<file path="src/rtl/led_frame_scheduler_pkg.sv">
// rtl/led_frame_scheduler_pkg.sv - shared types and constants for the LED frame scheduler
// Contents: FRAME_W, display source state enum, LED bit-field positions, led_dark() pin idle value.
package led_pkg;

   localparam int FRAME_W = 12;

   // Each LED occupies three bits {R,G,B}; these are the LSB positions in a frame word.
   localparam int LED7_LSB = 9;
   localparam int LED8_LSB = 6;
   localparam int LED5_LSB = 3;
   localparam int LED6_LSB = 0;

   typedef enum logic [1:0] {
      IDLE     = 2'd0,
      GAME     = 2'd1,
      OVERRIDE = 2'd2
   } state_e;

   // Pin drive that leaves every channel unlit for the given polarity.
   function automatic logic [FRAME_W-1:0] led_dark(input logic active_low);
      return active_low ? {FRAME_W{1'b1}} : {FRAME_W{1'b0}};
   endfunction

endpackage

</file>
<file path="src/rtl/led_frame_scheduler_pwm.sv">
// rtl/led_frame_scheduler_pwm.sv - global PWM brightness and registered LED pin drive
// Ports:
//   clk        in   1         clock
//   rst        in   1         synchronous active-high reset
//   brightness in   PWM_BITS  requested duty, sampled only at the end of a PWM period
//   disp       in   FRAME_W   frame currently selected for display
//   led_n      out  FRAME_W   registered pin drive, inverted when ACTIVE_LOW != 0
module led_pwm
   import led_pkg::*;
#(
   parameter int PWM_BITS   = 4,
   parameter int ACTIVE_LOW = 1
) (
   input  logic                clk,
   input  logic                rst,
   input  logic [PWM_BITS-1:0] brightness,
   input  logic [FRAME_W-1:0]  disp,
   output logic [FRAME_W-1:0]  led_n
);

   localparam logic                ACT_LOW = (ACTIVE_LOW != 0);
   localparam logic [PWM_BITS-1:0] PWM_MAX = {PWM_BITS{1'b1}};

   logic [PWM_BITS-1:0] pwm_cnt_q, pwm_cnt_d;
   logic [PWM_BITS-1:0] bright_q, bright_d;
   logic [FRAME_W-1:0]  led_n_q, led_n_d;
   logic [FRAME_W-1:0]  lit;

   always_comb begin
      pwm_cnt_d = pwm_cnt_q + 1'b1;
      // Brightness only changes on the period boundary so a period never mixes two duties.
      bright_d  = (pwm_cnt_q == PWM_MAX) ? brightness : bright_q;
      lit       = (pwm_cnt_q < bright_q) ? disp : {FRAME_W{1'b0}};
      led_n_d   = ACT_LOW ? ~lit : lit;
   end

   always_ff @(posedge clk) begin
      if (rst) begin
         pwm_cnt_q <= '0;
         bright_q  <= '0;
         led_n_q   <= led_dark(ACT_LOW);
      end else begin
         pwm_cnt_q <= pwm_cnt_d;
         bright_q  <= bright_d;
         led_n_q   <= led_n_d;
      end
   end

   assign led_n = led_n_q;

endmodule

</file>
<file path="src/rtl/led_frame_scheduler.sv">
// rtl/led_frame_scheduler.sv - game tick, tear-free frame capture, override hold and LED drive
// Ports:
//   _i_clk        in   1         clock
//   _i_rst        in   1         synchronous active-high reset
//   _i_brightness in   PWM_BITS  global brightness (lit while pwm_cnt < brightness)
//   game_tick     out  1         one-cycle pulse every TICK_LEN cycles
//   game_valid    in   1         game frame offered
//   game_frame    in   FRAME_W   game frame, {LED7,LED8,LED5,LED6} x {R,G,B}
//   game_ready    out  1         game frame accepted when valid && ready
//   ovr_valid     in   1         override frame offered
//   ovr_frame     in   FRAME_W   override frame, same bit map
//   ovr_ready     out  1         override accepted when valid && ready
//   src_is_ovr    out  1         high while the override owns the display
//   led_n         out  FRAME_W   registered pin drive
module led_frame_scheduler
   import led_pkg::*;
#(
   parameter int TICK_LEN   = 160_000,
   parameter int HOLD_TICKS = 50,
   parameter int PWM_BITS   = 4,
   parameter int ACTIVE_LOW = 1
) (
   input  logic                _i_clk,
   input  logic                _i_rst,
   input  logic [PWM_BITS-1:0] _i_brightness,
   output logic                game_tick,
   input  logic                game_valid,
   input  logic [FRAME_W-1:0]  game_frame,
   output logic                game_ready,
   input  logic                ovr_valid,
   input  logic [FRAME_W-1:0]  ovr_frame,
   output logic                ovr_ready,
   output logic                src_is_ovr,
   output logic [FRAME_W-1:0]  led_n
);

   localparam int              TW        = $clog2(TICK_LEN);
   localparam int              HW        = $clog2(HOLD_TICKS + 1);
   localparam logic [TW-1:0]   TICK_LAST = TW'(TICK_LEN - 1);
   localparam logic [HW-1:0]   HOLD_LOAD = HW'(HOLD_TICKS);
   localparam logic [HW-1:0]   HOLD_ONE  = HW'(1);

   state_e             state_q, state_d;
   logic [TW-1:0]      tick_cnt_q, tick_cnt_d;
   logic [HW-1:0]      hold_q, hold_d;
   logic [FRAME_W-1:0] game_buf_q, game_buf_d;
   logic               game_buf_vld_q, game_buf_vld_d;
   logic [FRAME_W-1:0] disp_q, disp_d;
   logic               game_tick_q, game_tick_d;
   logic               src_is_ovr_q, src_is_ovr_d;
   logic               game_acc, ovr_acc;

   // Both sources are always accepted outside reset; only the display choice is arbitrated.
   assign game_ready = ~_i_rst;
   assign ovr_ready  = ~_i_rst;

   always_comb begin
      game_acc       = game_valid & game_ready;
      ovr_acc        = ovr_valid & ovr_ready;

      tick_cnt_d     = game_tick_q ? '0 : tick_cnt_q + 1'b1;

      // The buffer always tracks the latest accepted game frame, whatever owns the display.
      game_buf_d     = game_acc ? game_frame : game_buf_q;
      game_buf_vld_d = game_buf_vld_q | game_acc;

      state_d        = state_q;
      hold_d         = hold_q;
      disp_d         = disp_q;

      // game_buf_d is used on tick cycles so a frame accepted in the tick cycle itself is shown.
      case (state_q)
         IDLE: begin
            disp_d = '0;
            if (game_tick_q && game_buf_vld_d) begin
               state_d = GAME;
               disp_d  = game_buf_d;
            end
         end
         GAME: begin
            if (game_tick_q) begin
               disp_d = game_buf_d;
            end
         end
         OVERRIDE: begin
            if (game_tick_q) begin
               if (hold_q == HOLD_ONE) begin
                  hold_d = '0;
                  if (game_buf_vld_d) begin
                     state_d = GAME;
                     disp_d  = game_buf_d;
                  end else begin
                     state_d = IDLE;
                     disp_d  = '0;
                  end
               end else begin
                  hold_d = hold_q - 1'b1;
               end
            end
         end
         default: begin
            state_d = IDLE;
            disp_d  = '0;
         end
      endcase

      // A fresh override beats everything above, including a hold expiry in the same cycle.
      if (ovr_acc) begin
         state_d = OVERRIDE;
         hold_d  = HOLD_LOAD;
         disp_d  = ovr_frame;
      end

      game_tick_d  = (tick_cnt_d == TICK_LAST);
      src_is_ovr_d = (state_d == OVERRIDE);
   end

   always_ff @(posedge _i_clk) begin
      if (_i_rst) begin
         state_q        <= IDLE;
         tick_cnt_q     <= '0;
         hold_q         <= '0;
         game_buf_q     <= '0;
         game_buf_vld_q <= 1'b0;
         disp_q         <= '0;
         game_tick_q    <= 1'b0;
         src_is_ovr_q   <= 1'b0;
      end else begin
         state_q        <= state_d;
         tick_cnt_q     <= tick_cnt_d;
         hold_q         <= hold_d;
         game_buf_q     <= game_buf_d;
         game_buf_vld_q <= game_buf_vld_d;
         disp_q         <= disp_d;
         game_tick_q    <= game_tick_d;
         src_is_ovr_q   <= src_is_ovr_d;
      end
   end

   assign game_tick  = game_tick_q;
   assign src_is_ovr = src_is_ovr_q;

   led_pwm #(
      .PWM_BITS  (PWM_BITS),
      .ACTIVE_LOW(ACTIVE_LOW)
   ) u_pwm (
      .clk       (_i_clk),
      .rst       (_i_rst),
      .brightness(_i_brightness),
      .disp      (disp_q),
      .led_n     (led_n)
   );

endmodule

</file>
<file path="config.mk">
export PLATFORM = sky130hd
export DESIGN_NAME = led_frame_scheduler
export DESIGN_NICKNAME = d
export VERILOG_FILES = /design/src/rtl/led_frame_scheduler_pkg.sv /design/src/rtl/led_frame_scheduler_pwm.sv /design/src/rtl/led_frame_scheduler.sv
export SDC_FILE = /design/constraint.sdc
export NUM_CORES = 1
export LEC_CHECK = 0
export CORE_MARGIN = 1.5
export CORE_UTILIZATION = 52
export DETAILED_ROUTE_END_ITERATION = 10
export PLACE_DENSITY = 0.78
export SYNTH_ARGS = -nofsm -noshare
export SYNTH_HDL_FRONTEND = slang
export SYNTH_SLANG_ARGS = --single-unit
</file>
<file path="constraint.sdc">
create_clock -name _i_clk -period 2.1 [get_ports _i_clk]
set_clock_uncertainty 0.15 [all_clocks]
set_input_delay 0.42 -clock _i_clk [delete_from_list [all_inputs] [get_ports _i_clk]]
set_output_delay 0.42 -clock _i_clk [all_outputs]
set_load 0.05 [all_outputs]
</file>
==> results.md <==
* RSZ-0062 raised after global routing: no
* Worst IR Drop VDD at 0.4057 mV
* Worst setup EP type: primary output
* Post-synth top area share at 49.72%
* Reg2reg start: tick_cnt_q[1]
* Internal Power at 0.002151 W
* DP Wirelength at 4326 um
* Worst hold slack at 241.1 ps
* Metal2 WL at 2924 um
* Largest family of logic cells by synthesized area: simple AND/OR/NAND/NOR gates
* Post-CTS setup buffer count at 0
* Root Driver: clkbuf_8
* Status: finished clean
* Layout Nets at 409
* Fin cells at 447
* Initial drt markers at 125
* Compound-Gate Fraction of Synth Area at 12.90%
* Critical Path AT at 1470 ps
* Overall power after layout at 0.002839 W
* Layout cells sized above 1 at 8.800%
* Top cells by area, synth: dfxtp_1 50%, nor2_1 6.9%, mux2i_1 5.4%
* Total GRT Usage at 21.46%
* Max-slew violations at 0
* CP Buf/Inv Count at 1
* Commonest non-fill, non-tap cells in the layout: 73 x dfxtp_1, 54 x nor2_1, 43 x clkdlybuf4s50_1
* P_sw at 0.0006879 W
* Max_cap viols at 0
* Seq cells post-synth at 73
* Drt via density at 5.318
* Worst path depth at 1
* Syn Inst Count at 315
* Max Used Layer: met4
* Final antenna-violating net count at 0
* Final Routed Wirelength at 6038 um
* Grt ovf at 0
* Number of global-route vias before repair at 2294
* Die X-Extent at 78.18 um
* Post-synthesis simple-gate area fraction at 20.22%
* Port-buffer cells at 47
* Crit path cell chain: clkdlybuf4s50_1
* Max Buffers Root-to-Sink at 2
* Clock-pin slew on the worst setup and hold paths at 80 ps
* H-tree Lvls at 3
* Final Util at 67.92%
* Sw frac at 24.23%
* Max Clk Rate at 490.4 MHz
* Via count at 2377
* Cell Pwr Density at 763.7 nW/um2
* Hold_buf cts at 0
* Ant. Diodes at 0
* Die Area at 6112 um2
* Startpoint type of the worst setup path: flop
* Largest net degree at the start of global routing at 20
* CTS tree: done
* Syn_nets at 354
* Fin. Hold Viols at 0
* Wire length per cell at 13.51 um
* Comb pwr share at 9.5%
* Fill cells at 457
* DRT Pass-1 Iters at 5
* Worst Setup SP: u_pwm.led_n[8]
* Xor/xnor share of the synthesized area at 5.662%
* Adder-cell share of the synthesized area at 2.980%
* Crit-path leading delay family: buffers and inverters
* Clk Latency, worst-skew pair at 340 ps
* Mapped cell area at 2939 um2
* Met3 WL at 224 um
* Slew headroom at 50.87%
* Slew @ Worst Pin at 734.2 ps
* Final WS setup at 60.97 ps
* Antenna violations before repair at 0
* Clock power frac at 39.1%
* Hold crit path type: reg -> reg
* Reg power frac at 51.4%
* Pleak at 1.583 nW
* Commonest non-fill, non-tap cell in the layout: dfxtp_1
* Final min period at 2039 ps
* FP Rows at 27
* M1 WL at 2787 um
* Total clock sinks at 73
* Area Growth Syn to Fin at 26.48%
* IO Count at 48
* Worst EP required at 1530 ps
* Worst path slowest cell: clkdlybuf4s50_1
* CTS Buf Count at 9
* Avg Synthesized Cell Area at 9.330 um2
* DP Worst Slack at -119.6 ps
* Die height at 78.18 um
* R2R Setup Slk at 170 ps
* RR Endpoint: game_tick
* Post-synthesis mux area share at 5.449%
* DRC viols at 0
* Kind of critical path: reg -> out
* Setup crit end: led_n[8]
* Core area at 5473 um2
* Starting density of the core at 53.70%
* Post-synth cell types at 38
* Fin crit share at 97.10%
* Leading area contributor after synthesis: dfxtp_1
* Path depth of the worst reg2reg path at 6
* Yosys warns at 0
* Critical path's largest stage delay at 800 ps
* First-pass GRT wire length at 10210 um
* Sequential share of the synthesized area at 49.72%
* Final setup vio count at 0
* CTS resizes at 0
* GPL Wtd Cong at 0.8454
* Critical Path Fanout Max at 1
* Dpl cells at 431
sequential cells by signal, summed over array words and instances, names as in the netlist:
signal / flops
disp_q: 12
game_buf_q: 12
game_buf_vld_q: 1
game_tick: 1
hold_q: 6
src_is_ovr: 1
state_q: 2
tick_cnt_q: 18
u_pwm.bright_q: 4
u_pwm.led_n: 12
u_pwm.pwm_cnt_q: 4
metal layers:
metal | track usage (%) | vias up
met4 | 9.643 | 0
met1 | 25.93 | 1124
met5 | 0 | -
met2 | 36.26 | 50
li1 | - | 1193
met3 | 5.000 | 10
cells in the mapped netlist:
master     count
xnor2_1        8
a41o_1         1
and4_4         1
o2111a_1       1
nor4_1         3
xor2_1        11
a2bb2oi_1      1
buf_2          3
and3_1         5
nor3b_1        2
nand2_1       25
mux2i_1       16
nand4_1        4
and4_1         2
clkbuf_1       8
a211oi_1       1
a22o_1        11
or4b_1         2
a2111oi_2      1
nor3_2         1
inv_1          9
nor3_1         5
nor2b_1        2
and2_1         5
nand3_1        8
o31ai_1        3
a21o_1        14
buf_1          1
a21oi_1       15
o21ai_0        4
ha_1           7
nand2b_1       4
or3b_1         1
nor2_1        54
or2_2          1
o211ai_1       1
buf_4          1
dfxtp_1       73
cell type report:
cell class              count  area [um2]  area share [%]
well taps                  72       90.09           2.423
inverters                   9       33.78          0.9088
flip-flops and latches     73        1461           39.31
repair buffers             57       540.5           14.54
clock buffers              10       137.6           3.702
clock inverters             6       66.31           1.784
multi-input cells         220        1388           37.33
worst min path at each step:
stage               slack (ps)        from         endpoint  cells past startpoint
floorplan                  210  disp_q[11]  u_pwm.led_n[11]                      1
finish                     240   disp_q[8]   u_pwm.led_n[8]                      1
global route               260   disp_q[8]   u_pwm.led_n[8]                      1
detailed placement         220   disp_q[4]   u_pwm.led_n[4]                      1
CTS                        250   disp_q[6]   u_pwm.led_n[6]                      1
global placement           220   disp_q[6]   u_pwm.led_n[6]                      1
stage by stage:
step / area [um2] / TNS, ps
2_1_floorplan: 2939 / 0
3_3_place_gp: 3511 / -1061
3_5_place_dp: 3511 / -1147
4_1_cts: 3715 / 0
5_1_grt: 3717 / 0
6_report: 3717 / 0
logic make-up after synthesis:
| kind of cell | count (synthesis) |
|---|---|
| simple gates | 125 |
| flops | 73 |
| compound gates | 53 |
| buf+inv | 22 |
| xor+xnor | 19 |
| mux | 16 |
| fa+ha+maj | 7 |
power by group through the flow:
stage	registers, W	clock network, W	logic (W)
after floorplan	0.00151	0	0.000133
after global placement	0.00149	0	0.000265
after detailed placement	0.00149	0	0.000269
after CTS	0.00146	0.00113	0.000271
after global routing	0.00147	0.00120	0.000294
final	0.00146	0.00111	0.000269
Power figures use the tool's default switching activity.
